===== src/rtl/apf_video_encoder.sv =====
// apf_video_encoder
//   Final video stage in front of the Pocket scaler pins. Syncs, DE and RGB
//   pass through with exactly one cycle of latency. Once per line, in DE-low
//   time, one command word is inserted that carries the scaler slot for the
//   current frame. The slot is latched from snap_index on vsync_in only, so
//   the scaler never changes mode mid-frame.
//
//   Optional feature: define APF_VIDEO_ENCODER_MEASURE_EN to build the
//   per-frame width/height measurement. Without it the frame_* outputs are
//   tied to 0.
//
// Ports
//   clk, reset          pixel clock, synchronous active-high reset
//   hsync_in, vsync_in  syncs from the scanline filler (vsync is one cycle)
//   de_in, rgb_in       data enable and pixel data (rgb_in is 0 when DE low)
//   snap_index          requested scaler slot
//   vid_hs/vs/de/rgb    registered video to the scaler; vid_rgb also
//                       carries the command word
//   frame_width/height  active width/height of the last completed frame
//   frame_valid         last frame was rectangular and non-empty
module apf_video_encoder #(
   parameter int SLOT_BITS = 3,
   parameter int CMD_DELAY = 1
) (
   input  logic        clk,
   input  logic        reset,
   input  logic        hsync_in,
   input  logic        vsync_in,
   input  logic        de_in,
   input  logic [23:0] rgb_in,
   input  logic [7:0]  snap_index,
   output logic        vid_hs,
   output logic        vid_vs,
   output logic        vid_de,
   output logic [23:0] vid_rgb,
   output logic [9:0]  frame_width,
   output logic [8:0]  frame_height,
   output logic        frame_valid
);

   typedef enum logic [1:0] {S_IDLE, S_ACTIVE, S_WAIT, S_CMD} state_t;

   localparam int SLOT_MAX = (1 << SLOT_BITS) - 1;

   // Requests beyond the slot field clamp to the highest slot.
   function automatic logic [SLOT_BITS-1:0] sat_slot(input logic [7:0] idx);
      logic [9:0] w_idx;
      w_idx = {2'b00, idx};
      if (int'(idx) > SLOT_MAX) return '1;
      return w_idx[SLOT_BITS-1:0];
   endfunction

   function automatic logic [23:0] cmd_word(input logic [SLOT_BITS-1:0] slot);
      return {11'b0, 10'(slot), 3'b001};
   endfunction

   state_t               r_state;
   logic [2:0]           r_cnt;
   logic                 r_de_prev;
   logic [SLOT_BITS-1:0] r_frame_slot;
   logic [SLOT_BITS-1:0] r_cmd_slot;

   logic                 w_de_fall;
   logic                 w_fire;
   logic [SLOT_BITS-1:0] w_fire_slot;

   assign w_de_fall = ~de_in & r_de_prev;

   // The command word is registered on the edge that enters CMD, so the CMD
   // state and the command on vid_rgb coincide. With no delay it fires on
   // the DE fall itself; otherwise when WAIT expires, regardless of de_in
   // (a pixel arriving that cycle is dropped).
   assign w_fire = ((r_state == S_ACTIVE) && w_de_fall && (CMD_DELAY == 0)) ||
                   ((r_state == S_WAIT) && (r_cnt == 3'd0));

   // On a zero-delay fire cmd_slot is being captured this very cycle.
   assign w_fire_slot = (r_state == S_WAIT) ? r_cmd_slot : r_frame_slot;

   always_ff @(posedge clk) begin
      if (reset) begin
         r_state      <= S_IDLE;
         r_cnt        <= '0;
         r_de_prev    <= 1'b0;
         r_frame_slot <= '0;
         r_cmd_slot   <= '0;
         vid_hs       <= 1'b0;
         vid_vs       <= 1'b0;
         vid_de       <= 1'b0;
         vid_rgb      <= '0;
      end else begin
         r_de_prev <= de_in;
         // cmd_slot below reads the pre-update slot, so a vsync on a DE fall
         // still sends the old slot for that line.
         if (vsync_in) r_frame_slot <= sat_slot(snap_index);

         vid_hs <= hsync_in;
         vid_vs <= vsync_in;
         if (w_fire) begin
            vid_de  <= 1'b0;
            vid_rgb <= cmd_word(w_fire_slot);
         end else begin
            vid_de  <= de_in;
            vid_rgb <= de_in ? rgb_in : 24'h0;
         end

         case (r_state)
            S_IDLE: if (de_in) r_state <= S_ACTIVE;
            S_ACTIVE: begin
               if (w_de_fall) begin
                  r_cmd_slot <= r_frame_slot;
                  if (CMD_DELAY == 0) begin
                     r_state <= S_CMD;
                  end else begin
                     r_state <= S_WAIT;
                     r_cnt   <= 3'(CMD_DELAY - 1);
                  end
               end
            end
            S_WAIT: begin
               if (r_cnt == 3'd0)  r_state <= S_CMD;
               else if (de_in)     r_state <= S_ACTIVE;
               else                r_cnt   <= r_cnt - 3'd1;
            end
            S_CMD:   r_state <= de_in ? S_ACTIVE : S_IDLE;
            default: r_state <= S_IDLE;
         endcase
      end
   end

`ifdef APF_VIDEO_ENCODER_MEASURE_EN
   logic [9:0] r_pix_cnt;
   logic [9:0] r_ref_width;
   logic [8:0] r_line_cnt;
   logic       r_mismatch;

   logic [9:0] w_ref_nxt;
   logic [8:0] w_line_nxt;
   logic       w_mis_nxt;

   // Line bookkeeping including a line ending this cycle, so a vsync that
   // lands on the DE fall still counts that line.
   always_comb begin
      w_ref_nxt  = r_ref_width;
      w_line_nxt = r_line_cnt;
      w_mis_nxt  = r_mismatch;
      if (w_de_fall) begin
         if (r_line_cnt != 9'd511)             w_line_nxt = r_line_cnt + 9'd1;
         if (r_line_cnt == 9'd0)               w_ref_nxt  = r_pix_cnt;
         else if (r_pix_cnt != r_ref_width)    w_mis_nxt  = 1'b1;
      end
   end

   always_ff @(posedge clk) begin
      if (reset) begin
         r_pix_cnt    <= '0;
         r_ref_width  <= '0;
         r_line_cnt   <= '0;
         r_mismatch   <= 1'b0;
         frame_width  <= '0;
         frame_height <= '0;
         frame_valid  <= 1'b0;
      end else begin
         if (w_de_fall)                          r_pix_cnt <= '0;
         else if (de_in && r_pix_cnt != 10'd1023) r_pix_cnt <= r_pix_cnt + 10'd1;

         if (vsync_in) begin
            frame_width  <= w_ref_nxt;
            frame_height <= w_line_nxt;
            frame_valid  <= ~w_mis_nxt && (w_line_nxt != 9'd0);
            r_line_cnt   <= '0;
            r_ref_width  <= '0;
            r_mismatch   <= 1'b0;
         end else begin
            r_line_cnt   <= w_line_nxt;
            r_ref_width  <= w_ref_nxt;
            r_mismatch   <= w_mis_nxt;
         end
      end
   end
`else
   assign frame_width  = '0;
   assign frame_height = '0;
   assign frame_valid  = 1'b0;
`endif

endmodule

===== config.mk =====
export PLATFORM = sky130hd
export DESIGN_NAME = apf_video_encoder
export DESIGN_NICKNAME = d
export VERILOG_FILES = /design/src/rtl/apf_video_encoder.sv
export SDC_FILE = /design/constraint.sdc
export NUM_CORES = 1
export LEC_CHECK = 0
export ABC_AREA = 0
export CAP_MARGIN = 20
export CELL_PAD_IN_SITES_DETAIL_PLACEMENT = 1
export CELL_PAD_IN_SITES_GLOBAL_PLACEMENT = 2
export CORE_MARGIN = 1.5
export CORE_UTILIZATION = 23
export CTS_CLUSTER_SIZE = 40
export DETAILED_ROUTE_END_ITERATION = 10
export GPL_ROUTABILITY_DRIVEN = 1
export PLACE_DENSITY_LB_ADDON = 0.25
export SLEW_MARGIN = 20
export SYNTH_ARGS = -nofsm -noshare
export SYNTH_HDL_FRONTEND = slang
export SYNTH_SLANG_ARGS = --single-unit

===== constraint.sdc =====
create_clock -name clk -period 3.4 [get_ports clk]
set_clock_uncertainty 0.1 [all_clocks]
set_input_delay 0.68 -clock clk [delete_from_list [all_inputs] [get_ports clk]]
set_output_delay 0.68 -clock clk [all_outputs]
set_load 0.01 [all_outputs]

==> flow_metrics.env, run 1 <==
export IMPL_status="complete, no violations"
export IMPL_final_setup_viol_count=0
export IMPL_io_buffers=63
export IMPL_min_period_ps=2140
export IMPL_timing_rr_end="vid_rgb[9]"
export IMPL_rsz0062_at_grt="false"
export IMPL_cp_max_fo=9
export IMPL_peakVddDrop_mv=0.167
export IMPL_placed_cell_area_sq_um=2090
export IMPL_synth_distinct_cells=29
export IMPL_slew_violations=0
export IMPL_drc=0
export IMPL_synth_edf_count=0
export IMPL_gp_congestion=0.692
export IMPL_drt_iter0_drc=49
export IMPL_worst_pin_slew_ps=581
export IMPL_wl_met3_um=285
export IMPL_cts_root_buffer="clkbuf_8"
export IMPL_critPathArrivalTime_ps=2220
export IMPL_die_area_sq_um=6970
export IMPL_avgSynthCellArea_sq_um=10.2
export IMPL_worst_path_max_delay_cell="clkdlybuf4s50_1"
export IMPL_vias=1146
export IMPL_fin_setup_tns_ps=0
export IMPL_initial_core_util_pct=23.6
export IMPL_reg2reg_setup_slack_ps=1650
export IMPL_syn_to_final_growth_pct=45.8
export IMPL_p_leak_nw=0.898
export IMPL_power_w=0.000907
export IMPL_yosysWarnings=0
export IMPL_worst_setup_path_start_kind="input pin"
export IMPL_path_depth=4
export IMPL_path_cells="clkdlybuf4s50_1 > nor4bb_4 > mux2i_1 > nor2_1"
export IMPL_cp_num_buf_inv=1
export IMPL_cp_top_family="simple AND/OR/NAND/NOR gates"
export IMPL_place_ws_ps=921
export IMPL_drtPass1Iterations=4
export IMPL_grt_start_max_net_pins=26
export IMPL_grt_pass1_vias=1233
export IMPL_core_area_sq_um=6310
export IMPL_die_w_um=83.5
export IMPL_synth_ff_type="dfxtp_1"
export IMPL_drive_gt1_share_pct=5.29
export IMPL_antenna_cells=0
export IMPL_cts_buffers=5
export IMPL_synth_async_reset_ratio_pct=0
export IMPL_grt_usage_pct=10.7
export IMPL_fmaxAchievable_ghz=0.467
export IMPL_ant_nets=0
export IMPL_p_per_area_nw_per_um2=417
export IMPL_wl_per_cell_um=12.6
export IMPL_final_area_sq_um=2170
export IMPL_htree_levels=2
export IMPL_io_pin_count=84
export IMPL_cp_required_ps=3480
export IMPL_cap_violations=0
export IMPL_worst_setup_path_type="input pin to register"
export IMPL_cts_sinks=39
export IMPL_nNetsFinal=246
export IMPL_antenna_found_initial=0
export IMPL_critPathCaptureType="register"
export IMPL_min_delay_path_class="register to register"
export IMPL_cpPeakStageDelay_ps=620
export IMPL_gr_total_overflow=0
export IMPL_endpoint="r_cmd_slot[1]"
export IMPL_synth_seq_cells=39
export IMPL_dr_wl_met2_um=1850
export IMPL_syn_area_sq_um=1490
export IMPL_grt_pass1_wl_um=5790
export IMPL_post_cts_buffers=0
export IMPL_reg2regPathDepth=5
export IMPL_cts_hold_buf=0
export IMPL_cts_resized=0
export IMPL_viasPerCell=4.02
export IMPL_highest_layer="met4"
export IMPL_cts_tree="yes"
export IMPL_drt_wl_total_um=3590
export IMPL_clockBufferDepth=2
export IMPL_clk_latency_ps=290
export IMPL_hpwl_um=2750
export IMPL_synthCells=146
export IMPL_post_route_period_util_pct=63.0
export IMPL_row_count=29
export IMPL_worst_slack_ps=1260
export IMPL_timing_rr_start="r_cnt[0]"
export IMPL_hold_violations=0
export IMPL_die_h_um=83.5
export IMPL_synth_seq_area_share_pct=52.4
export IMPL_relSlewSlack_pct=61.2
export IMPL_cp_startpoint="de_in"
export IMPL_worst_hold_slack_ps=375
export IMPL_clkTransAtPathRegs_ps=70
export IMPL_drt_met1_wl_um=1380
[worst register-to-register path, stage by stage, from the launching register on]
cell and delay [ps]:
dfxtp_1 310, inv_1 80, ha_1 160, ha_1 280, nand3b_2 390, and3_1 340
[cell families (layout without fill, tap and decap cells)]
| family | count (synthesis) | count (layout) | share of synthesized area, % |
|---|---|---|---|
| flops | 39 | 39 | 52.4 |
| buf+inv | 33 | 76 | 14.9 |
| simple gates | 56 | 56 | 23.2 |
| compound gates | 12 | 12 | 5.54 |
| mux | 3 | 3 | 2.02 |
| other cells | 1 | 20 | 0.252 |
| fa+ha+maj | 2 | 2 | 1.68 |
[registers in the layout (all words and copies together) (netlist names)]
name / count
r_de_prev: 1
vid_rgb: 24
r_state: 2
r_frame_slot: 3
r_cmd_slot: 3
vid_de: 1
vid_vs: 1
r_cnt: 3
vid_hs: 1
[routing by layer]
layer | vias to the layer above | global-route usage, %
met5 | - | 0
met4 | 0 | 5.37
met3 | 8 | 4.65
met2 | 42 | 18.3
met1 | 526 | 11.1
li1 | 570 | -
[where the power goes]
group          internal (W)  leakage, nW  switching, W
sequential         0.000475        0.320    0.00000792
combinational     0.0000729        0.536     0.0000466
clock              0.000143       0.0412      0.000162
[worst min-delay path by stage]
stage             startpoint    endpoint  slack (ps)  cells after the start
4_1_cts        r_cmd_slot[0]  vid_rgb[3]         370                      2
3_5_place_dp   r_cmd_slot[0]  vid_rgb[3]         360                      2
2_1_floorplan  r_cmd_slot[0]  vid_rgb[3]         330                      2
3_3_place_gp   r_cmd_slot[0]  vid_rgb[3]         350                      2
6_report       r_cmd_slot[0]  vid_rgb[3]         380                      2
5_1_grt        r_cmd_slot[2]  vid_rgb[5]         410                      2
[cell usage in the layout (no fill, tap or decap), drive strengths merged, types with 2 or more instances in the layout]
master,n
mux2i,3
nand2,4
nand3b,2
nor2b,2
nand3,3
o21a,3
a21oi,4
nand4,3
clkdlybuf4s50,63
ha,2
inv,4
dfxtp,39
and3,20
conb,20
nor2,15
clkbuf,6
o41ai,3
[per-stage QoR]
stage / instances / utilization, %
2_1_floorplan: 165 / -
3_3_place_gp: 277 / 33.1
3_5_place_dp: 277 / 33.1
4_1_cts: 285 / 34.4
5_1_grt: 285 / 34.4
6_report: 285 / 34.4
[Yosys cell counts, types with 2 or more instances]
cell / count / area (sq um)
a21oi_1: 4 / 20.0
and3_1: 20 / 125
buf_4: 20 / 150
buf_6: 3 / 33.8
clkbuf_1: 5 / 18.8
dfxtp_1: 39 / 781
ha_1: 2 / 25.0
inv_1: 4 / 15.0
mux2i_1: 3 / 30.0
nand2_1: 4 / 15.0
nand3_1: 3 / 15.0
nand4_1: 3 / 18.8
nor2_1: 15 / 56.3
nor2b_1: 2 / 12.5
o21a_1: 3 / 22.5
o41ai_1: 3 / 26.3
[layout make-up]
class	count	area (sq um)
fillers	737	4140
flip-flops and latches	39	781
repair buffers	64	638
multi-input cells	93	558
well taps	77	96.3
clock buffers	6	72.6
inverters	4	15.0
clock inverters	2	12.5
(Power assumes the default switching activity.)
==> run 2, diff against run 1 <==
- CORE_UTILIZATION: 23 -> 19
- clock period: 3.4 -> 1.7 ns (I/O delays scaled with it)
==> flow_metrics.env, run 2 (synthesis gave the netlist of run 1 again) <==
export IMPL_row_count=32
export IMPL_worst_setup_path_type="register to primary output"
export IMPL_grt_usage_pct=9.14
export IMPL_grt_start_max_net_pins=21
export IMPL_antenna_found_initial=0
export IMPL_cp_top_family="buffers and inverters"
export IMPL_status="complete, no violations"
export IMPL_wl_met3_um=330
export IMPL_worst_hold_slack_ps=365
export IMPL_cp_max_fo=1
export IMPL_io_pin_count=84
export IMPL_fill_cells=887
export IMPL_drc=0
export IMPL_cts_sinks=39
export IMPL_regArea_sq_um=782
export IMPL_wl_per_cell_um=11.6
export IMPL_p_per_area_nw_per_um2=793
export IMPL_gp_congestion=0.617
export IMPL_slew_violations=0
export IMPL_syn_to_final_growth_pct=54.9
export IMPL_path_cells="clkdlybuf4s50_1"
export IMPL_cap_violations=0
export IMPL_vias=1193
export IMPL_die_w_um=91.6
export IMPL_die_area_sq_um=8380
export IMPL_antenna_cells=0
export IMPL_cpPeakStageDelay_ps=540
export IMPL_place_ws_ps=-171
export IMPL_drtPass1Iterations=2
export IMPL_sequentialPowerShare_pct=52.7
export IMPL_die_h_um=91.6
export IMPL_core_area_sq_um=7650
export IMPL_largest_register_ff_count=24
export IMPL_p_comb_share_pct=13.9
export IMPL_initial_core_util_pct=19.5
export IMPL_grt_pass1_wl_um=5930
export IMPL_post_route_period_util_pct=93.6
export IMPL_final_cell_mix="clkdlybuf4s50_1 (63), dfxtp_1 (38), and3_1 (20), conb_1 (20), nor2_1 (15)"
export IMPL_worst_setup_path_start_kind="register"
export IMPL_final_area_sq_um=2310
export IMPL_drive_gt1_share_pct=11.1
export IMPL_hpwl_um=2760
export IMPL_clkTransAtPathRegs_ps=80
export IMPL_grt_pass1_vias=1221
export IMPL_drt_met1_wl_um=1640
export IMPL_dr_wl_met2_um=1700
export IMPL_nNetsFinal=255
export IMPL_final_common_cell="clkdlybuf4s50_1"
export IMPL_swShare_pct=23.9
export IMPL_critPathArrivalTime_ps=1150
export IMPL_worst_slack_ps=108
export IMPL_final_setup_viol_count=0
export IMPL_gr_total_overflow=0
export IMPL_p_sw_w=0.000439
export IMPL_clockPowerShare_pct=33.4
export IMPL_cp_required_ps=1260
export IMPL_cp_num_buf_inv=1
export IMPL_p_leak_nw=0.953
export IMPL_clk_latency_ps=290
export IMPL_clockBufferDepth=2
export IMPL_cts_buffers=5
export IMPL_worst_path_max_delay_cell="clkdlybuf4s50_1"
export IMPL_multi_input_area_sq_um=581
export IMPL_hold_violations=0
export IMPL_critPathCaptureType="primary output"
export IMPL_viasPerCell=3.74
export IMPL_placed_cell_area_sq_um=2190
export IMPL_ant_nets=0
export IMPL_min_delay_path_class="register to register"
export IMPL_io_buffers=63
export IMPL_p_int_w=0.00139
export IMPL_cts_root_buffer="clkbuf_8"
export IMPL_htree_levels=2
export IMPL_drt_iter0_drc=41
export IMPL_drt_wl_total_um=3710
export IMPL_cts_tree="yes"
export IMPL_min_period_ps=1590
export IMPL_fmaxAchievable_ghz=0.628
export IMPL_peakVddDrop_mv=0.348
export IMPL_top_register="vid_rgb"
export IMPL_highest_layer="met4"
==> run 2: cell count changes in the layout (fill, tap and decap cells not counted), sizes merged <==
cell,change
buf,+9
==> run 2: cell type report <==
type / count / area share (%)
clock buffers: 6 / 3.14
repair buffers: 73 / 31.1
well taps: 102 / 5.53
flip-flops and latches: 39 / 33.9
multi-input cells: 93 / 25.1
clock inverters: 2 / 0.542
inverters: 4 / 0.650
==> run 2: power by group through the flow <==
| stage | combinational, W | sequential, W | clock (W) |
|---|---|---|---|
| after floorplan | 0.000117 | 0.000998 | 0 |
| after global routing | 0.000275 | 0.000971 | 0.000691 |
| after CTS | 0.000257 | 0.000966 | 0.000657 |
| after detailed placement | 0.000256 | 0.000987 | 0 |
| after global placement | 0.000255 | 0.000987 | 0 |
| final | 0.000254 | 0.000965 | 0.000612 |
==> run 2: metal layers <==
metal,GRT usage [%],up-vias
li1,-,587
met1,11.0,551
met2,14.2,50
met3,3.85,5
met4,3.91,0
met5,0,-
==> run 2: final timing paths <==
check,start,to,slack [ps],cells past startpoint
worst max-delay path,vid_rgb[7],vid_rgb[7],110,1
worst min register to register,r_cmd_slot[0],vid_rgb[3],360,2
worst max register to register,r_cnt[0],r_cnt[1],120,6
worst min-delay path,r_cmd_slot[0],vid_rgb[3],360,2
==> run 2: timing repair <==
action,in CTS,in global routing
hold buffers,0,0
gates resized for setup,0,5
setup endpoints to repair,0,17
setup buffers,0,1
==> run 2: through the flow <==
step | power [W] | cells | setup TNS, ps | util [%]
6_report | 0.00183 | 319 | 0 | 30.2
5_1_grt | 0.00194 | 319 | -49.9 | 30.2
4_1_cts | 0.00188 | 318 | 0 | 29.8
3_5_place_dp | 0.00124 | 310 | -761 | 28.7
3_3_place_gp | 0.00124 | 310 | -407 | 28.7
2_1_floorplan | 0.00111 | 165 | 0 | -
